--- src/rtl/serial_adder.sv ---
// serial_adder: bit-serial N-bit adder built around a single NAND-level full-adder slice.
// Operands are shifted through the slice LSB first; the result is published in one step on completion.
module serial_adder #(
   parameter int unsigned N = 8
) (
   input  logic         clk,
   input  logic         rst,
   input  logic         start,
   input  logic [N-1:0] a,
   input  logic [N-1:0] b,
   input  logic         cin,
   output logic         busy,
   output logic         done,
   output logic [N-1:0] sum,
   output logic         cout
);

   localparam int unsigned CW = (N > 1) ? $clog2(N) : 1;
   localparam logic [CW-1:0] LAST_BIT = CW'(N - 1);

   typedef enum logic [1:0] {
      IDLE  = 2'd0,
      SHIFT = 2'd1,
      DONE  = 2'd2
   } state_t;

   state_t          state;
   state_t          state_nxt;
   logic [N-1:0]    ra;
   logic [N-1:0]    rb;
   logic [N-1:0]    psum;
   logic            carry;
   logic [CW-1:0]   cnt;
   logic            last_bit_c;

   // Full-adder slice signals
   logic fa_x;
   logic fa_y;
   logic fa_ci;
   logic fa_s;
   logic fa_co;
   logic n1, n2, n3, n_h, n4, n5, n6;

   // NAND-only full adder fed with the current LSBs and the carry flop
   always_comb begin
      fa_x  = ra[0];
      fa_y  = rb[0];
      fa_ci = carry;
      n1    = ~(fa_x & fa_y);
      n2    = ~(fa_x & n1);
      n3    = ~(fa_y & n1);
      n_h   = ~(n2 & n3);
      n4    = ~(n_h & fa_ci);
      n5    = ~(n_h & n4);
      n6    = ~(fa_ci & n4);
      fa_s  = ~(n5 & n6);
      fa_co = ~(n1 & n4);
   end

   assign last_bit_c = (cnt == LAST_BIT);

   // State register
   always_ff @(posedge clk) begin
      if (rst) state <= IDLE;
      else     state <= state_nxt;
   end

   // Next-state logic
   always_comb begin
      state_nxt = state;
      case (state)
         IDLE:    if (start) state_nxt = SHIFT;
         SHIFT:   if (last_bit_c) state_nxt = DONE;
         DONE:    state_nxt = IDLE;
         default: state_nxt = IDLE;
      endcase
   end

   // Operand shifters, carry flop, bit counter and result registers
   always_ff @(posedge clk) begin
      if (rst) begin
         ra    <= '0;
         rb    <= '0;
         psum  <= '0;
         carry <= 1'b0;
         cnt   <= '0;
         sum   <= '0;
         cout  <= 1'b0;
      end else begin
         case (state)
            IDLE: begin
               if (start) begin
                  ra    <= a;
                  rb    <= b;
                  carry <= cin;
                  cnt   <= '0;
                  psum  <= '0;
               end
            end
            SHIFT: begin
               ra    <= ra >> 1;
               rb    <= rb >> 1;
               psum  <= {fa_s, psum[N-1:1]};
               carry <= fa_co;
               cnt   <= last_bit_c ? '0 : cnt + CW'(1);
               if (last_bit_c) begin
                  sum  <= {fa_s, psum[N-1:1]};
                  cout <= fa_co;
               end
            end
            default: ;
         endcase
      end
   end

   // Registered status outputs decoded from the upcoming state
   always_ff @(posedge clk) begin
      if (rst) begin
         busy <= 1'b0;
         done <= 1'b0;
      end else begin
         busy <= (state_nxt == SHIFT);
         done <= (state_nxt == DONE);
      end
   end

endmodule

--- config.mk ---
export PLATFORM = sky130hd
export DESIGN_NAME = serial_adder
export DESIGN_NICKNAME = d
export VERILOG_FILES = /design/src/rtl/serial_adder.sv
export SDC_FILE = /design/constraint.sdc
export NUM_CORES = 1
export LEC_CHECK = 0
export CAP_MARGIN = 15
export CELL_PAD_IN_SITES_DETAIL_PLACEMENT = 1
export CELL_PAD_IN_SITES_GLOBAL_PLACEMENT = 1
export CORE_ASPECT_RATIO = 2
export CORE_MARGIN = 3
export CORE_UTILIZATION = 30
export DETAILED_ROUTE_END_ITERATION = 8
export PLACE_DENSITY_LB_ADDON = 0.1
export SYNTH_ARGS = -nofsm -noshare
export SYNTH_HDL_FRONTEND = slang
export SYNTH_SLANG_ARGS = --single-unit
--- constraint.sdc ---
create_clock -name clk -period 4.1 [get_ports clk]
set_input_delay 1.025 -clock clk [delete_from_list [all_inputs] [get_ports clk]]
set_output_delay 1.025 -clock clk [all_outputs]
set_load 0.005 [all_outputs]
==> results.ini, run 1 <==
[status]
status=finished, final reports clean

[finish]
final_cell_area_mm2=0.00205
postLayoutCoreUtil=0.379
fin_cells=254
final_nets=216
diodes=0
final_cell_mix=dfxtp_1, clkdlybuf4s50_1, nor2_1
syn2layout_area_growth_pct=22.2
layout-drive-gt1-share=0.108
final_common_cell=dfxtp_1

[power_and_ir_drop]
p_comb_frac=0.111
switchingPower_uw=199
p_int_uw=588
sequentialPowerShare=0.534
p_per_area_mw_per_mm2=383
swShare=0.253
leakagePower_uw=0.000760
pwr-share-clk=0.355
vdd_drop_max_mv=0.193

[timing]
slew_headroom=0.442
finalCritPeriodShare=0.577
slew_violations=0
hold_violations=0
fin_setup_tns_ps=0
timing.fmax_ghz=0.422
rsz0062_at_grt=false
period_minus_slack_ps=2370
setup_viol=0
skew_ps=5.71
worstMarginPinSlew_ps=836

[clocking]
cts_buffer_depth=2
cts-resized-gates=0
cts_buffers=5
cts.reportedPaths.clkPinSlew_ps=80
cts-root-buf=clkbuf_8
cts_setup_buffers=0
cts_hold_buf=0
tritoncts=built
cts.sinks=40
clkLatencyLatePin_ps=290
htreeDepth=2

[drt]
wirelength_um=3590
viasPerCell=5.05
drc=0
vias=1282
post_drt_wl_per_cell_um=14.1
drtIter0Drc=33
first_pass_iters=4
drtAntennaViolNets=0

[synthesis]
syn_inst=169
yosys.area.top_type_share=0.476
seq_area_frac_synth=0.476
ys_ff_latch=40
netlist-cell-type-count=30
synth_area_mm2=0.00168
yosysTopAreaCell=dfxtp_1
yosys_warnings=0
syn_avg_cell_area_um2=9.95
ys_top_cells_by_area=dfxtp_1, mux2i_1, nor2_1
synth_nets=192

[critical_path]
cp-startpoint=start
critPathRequiredTime_ps=4310
endpoint=rb[0]
crit_fanout=16
start_kind=input port
end_kind=register
regToRegEndpoint=rb[0]
criticalPathCategory=in -> reg
r2r-start=state[0]
regToRegSetupSlack_ps=2050
ff2ff_path_depth=3
arrival_ps=2580

[floorplan]
fp.dieW_um=58.9
initial_core_util=0.310
die_h_um=112
core_area_mm2=0.00542
num_rows=38
dieArea_mm2=0.00659
ioPinCount=31

[grt]
grt_usage=0.120
grt_util_met3=0.0267
overflow=0
antenna_found_initial=0
use_met1=0.135
grt_pass1_wl_um=6080
grt-busiest-layer=met2
grt_pass1_vias=1250
grtUsageMet2=0.201
grt_max_degree=26

[min_path]
hp-class=reg -> reg

[placement]
gp_congestion=0.641
port-buffer-count=30
hpwl_um=2590
placed_cell_area_mm2=0.00196
placedCellCount=246

[run]
drv_cap=0

power by group through the flow:
stage / Combinational (uW) / Clock, uW / Sequential, uW
CTS: 90.3 / 291 / 420
global route: 98.0 / 308 / 422
finish: 87.5 / 279 / 420
floorplan: 70.2 / 0 / 422
global placement: 86.7 / 0 / 428
detailed placement: 89.9 / 0 / 429
flip-flops by register name (all words and copies together), names as in the netlist:
name   count
ra         8
rb         8
sum        8
psum       7
cnt        3
state      2
busy       1
carry      1
cout       1
done       1
cell usage after synthesis (all sizes together):
cell     count
a211oi      19
inv          5
a2bb2oi      1
a32oi        1
or3          1
nand2b       2
nor2        30
a21oi        8
o21bai       1
and3b        1
a22oi        9
buf         10
nand3b       1
ha           2
fa           1
nor3b        1
nand2       15
nor2b        1
mux2i       15
clkbuf       4
dfxtp       40
o21ba        1
critical path, stage by stage:
cell and delay [ps]:
clkdlybuf4s50_1 550, o21ba_1 620, nor2_1 130, a211oi_2 250
worst min-delay path by stage:
stage	slack, ps	startpoint	end	cells after the start
2_1_floorplan	430	psum[1]	sum[0]	2
3_3_place_gp	440	sum[6]	sum[6]	2
4_1_cts	460	sum[6]	sum[6]	2
6_report	460	sum[6]	sum[6]	2
5_1_grt	480	sum[6]	sum[6]	2
3_5_place_dp	450	sum[6]	sum[6]	2
routing by layer:
layer	wire (um)	up-vias
met5	0	-
met1	1420	618
li1	-	633
met3	145	7
met2	1930	24
met4	92	0
final cells by class:
cell class | instances | area (um2)
fill | 639 | 3370
clock buffer | 6 | 82.6
multi-input combinational | 110 | 754
sequential | 40 | 801
clock inverter | 2 | 15.0
timing repair buffer | 31 | 308
inverter | 5 | 18.8
tap | 60 | 75.1
through the flow:
| step | hold slack (ps) | setup slack [ps] | total power (uW) |
|---|---|---|---|
| CTS | 464 | 1700 | 802 |
| global placement | 443 | 1500 | 515 |
| global route | 479 | 1600 | 829 |
| finish | 458 | 1730 | 787 |
| floorplan | 432 | 2370 | 492 |
| detailed placement | 452 | 1390 | 519 |
kinds of logic after synthesis:
logic type	after synthesis	synth area share
adders and majority gates	3	0.0268
AOI/OAI and AO/OA	40	0.196
buffers and inverters	19	0.0751
and+or+nand+nor	52	0.137
DFF	40	0.476
muxes	15	0.0893
(Power assumes the default switching activity.)
==> run 2, diff against run 1 <==
==> constraint.sdc (replaced) <==
create_clock -name clk -period 1.9 [get_ports clk]
set_input_delay 0.475 -clock clk [delete_from_list [all_inputs] [get_ports clk]]
set_output_delay 0.475 -clock clk [all_outputs]
set_load 0.005 [all_outputs]
==> results.ini, run 2 (same netlist as run 1, synthesis figures left out) <==
[finish]
final_cell_mix=dfxtp_1, clkdlybuf4s50_1, nor2_1
reg_top3=ra x8, rb x8, sum x8
final_common_cell=dfxtp_1
syn2layout_area_growth_pct=28.8
postLayoutCoreUtil=0.400  ; +0.0205
layout-drive-gt1-share=0.131  ; +0.0224
final_cell_area_mm2=0.00217  ; +5.4%
fin_cells=259  ; +2.0%
diodes=0  ; unchanged
final_nets=221  ; +2.3%
nFillCells=630  ; -1.4%

[grt]
grt_pass1_wl_um=6240  ; +2.7%
grt_max_degree=28  ; +7.7%
grt_usage=0.124  ; +0.00382
grt_pass1_vias=1297  ; +3.8%
overflow=0  ; unchanged
antenna_found_initial=0  ; unchanged

[critical_path]
crit_fanout=2  ; -14
criticalPathCategory=reg -> out
slowest_stage=clkdlybuf4s50_1
worstPathCellList=clkdlybuf4s50_1
regToRegEndpoint=rb[0]
worst-path-stages=1  ; -3
end_kind=primary output
regToRegSetupSlack_ps=380  ; -1670 ps
crit_path_max_incr_delay_ps=530  ; -90 ps
critPathRequiredTime_ps=1420  ; -2890 ps
arrival_ps=1180  ; -1400 ps
crit_family=buffers and inverters
critPathBufInv=1  ; unchanged
r2r-start=state[0]
start_kind=register
ff2ff_path_depth=5  ; +2

[min_path]
hold-path-cell-count=2  ; unchanged
min_to=sum[5]
hp-class=reg -> reg
holdCritStartpoint=sum[5]

[power_and_ir_drop]
vdd_drop_max_mv=0.600  ; +210%
p_per_area_mw_per_mm2=956  ; +150%
p_total_uw=2070  ; +160%
leakagePower_uw=0.000825  ; +8.6%

[timing]
period_minus_slack_ps=1650
worstMarginPinSlew_ps=556  ; -280 ps
timing.fmax_ghz=0.604
slew_headroom=0.629  ; +0.187
skew_ps=7.06  ; +1.35 ps
fin_setup_tns_ps=0  ; unchanged
finalCritPeriodShare=0.871
slew_violations=0  ; unchanged
setup_viol=0  ; unchanged
hold_violations=0  ; unchanged
rsz0062_at_grt=false

[floorplan]
ioPinCount=31  ; unchanged
dieArea_mm2=0.00659  ; unchanged
initial_core_util=0.310  ; unchanged
core_area_mm2=0.00542  ; unchanged
fp.dieW_um=58.9  ; unchanged
die_h_um=112  ; unchanged
num_rows=38  ; unchanged

[clocking]
cts_buffer_depth=2  ; unchanged
tritoncts=built
cts-resized-gates=0  ; unchanged
cts.reportedPaths.clkPinSlew_ps=80  ; about the same
clkLatencyLatePin_ps=290  ; about the same
cts_buffers=5  ; unchanged
cts.sinks=40  ; unchanged
cts_setup_buffers=0  ; unchanged
cts-root-buf=clkbuf_8
htreeDepth=2  ; unchanged
cts_hold_buf=0  ; unchanged

[drt]
first_pass_iters=4  ; unchanged
vias=1290  ; +0.62%
drtAntennaViolNets=0  ; unchanged
post_drt_wl_per_cell_um=14.5  ; +2.5%
viasPerCell=4.98  ; -1.3%
wirelength_um=3750  ; +4.5%
drtIter0Drc=15  ; -55%
drc=0  ; unchanged

[run]
drv_cap=0  ; unchanged

[status]
status=finished, final reports clean

[placement]
gp_congestion=0.695  ; +8.4%
placed_cell_area_mm2=0.00201  ; +2.6%
placedCellCount=251  ; +2.0%
hpwl_um=2740  ; +6.0%
port-buffer-count=30  ; unchanged

run 2: how the worst max path moves through the flow:
stage | startpoint | endpoint | slack, ps
2_1_floorplan | cnt[0] | cout | 580
3_3_place_gp | start | ra[0] | 120
3_5_place_dp | start | ra[3] | -20
4_1_cts | sum[7] | sum[7] | 230
5_1_grt | sum[7] | sum[7] | 200
6_report | sum[7] | sum[7] | 250
run 2: where the power goes:
| part | internal, uW | switching [uW] |
|---|---|---|
| logic | 109 | 99.1 |
| registers | 875 | 24.3 |
| clock network | 657 | 306 |
run 2: layer usage:
metal  global-route usage  part of all wire  vias up
li1                     -                 -      643
met1                0.146              0.40      617
met2                0.205              0.54       24
met3               0.0267             0.043        6
met4               0.0590             0.022        0
met5                    0                 0        -
run 2: worst min-delay path: cells and delay by family (launching register included):
| kind | cells | cell delay, ps |
|---|---|---|
| flip-flops | 1 | 320 |
| AO/OA/AOI/OAI | 1 | 50 |
| AND/OR/NAND/NOR | 1 | 50 |
run 2: cell type report:
type	count	area, um2	share of cell area
sequential	40	801	0.370
tap	60	75.1	0.0347
clock inverter	3	90.1	0.0416
multi-input combinational	110	754	0.348
timing repair buffer	36	358	0.165
inverter	5	18.8	0.00867
clock buffer	5	68.8	0.0318
run 2: stage by stage:
stage | setup WS [ps] | hold WS (ps)
floorplan | 577 | 432
global placement | 119 | 446
detailed placement | -18.2 | 457
CTS | 226 | 470
global route | 202 | 487
finish | 245 | 462
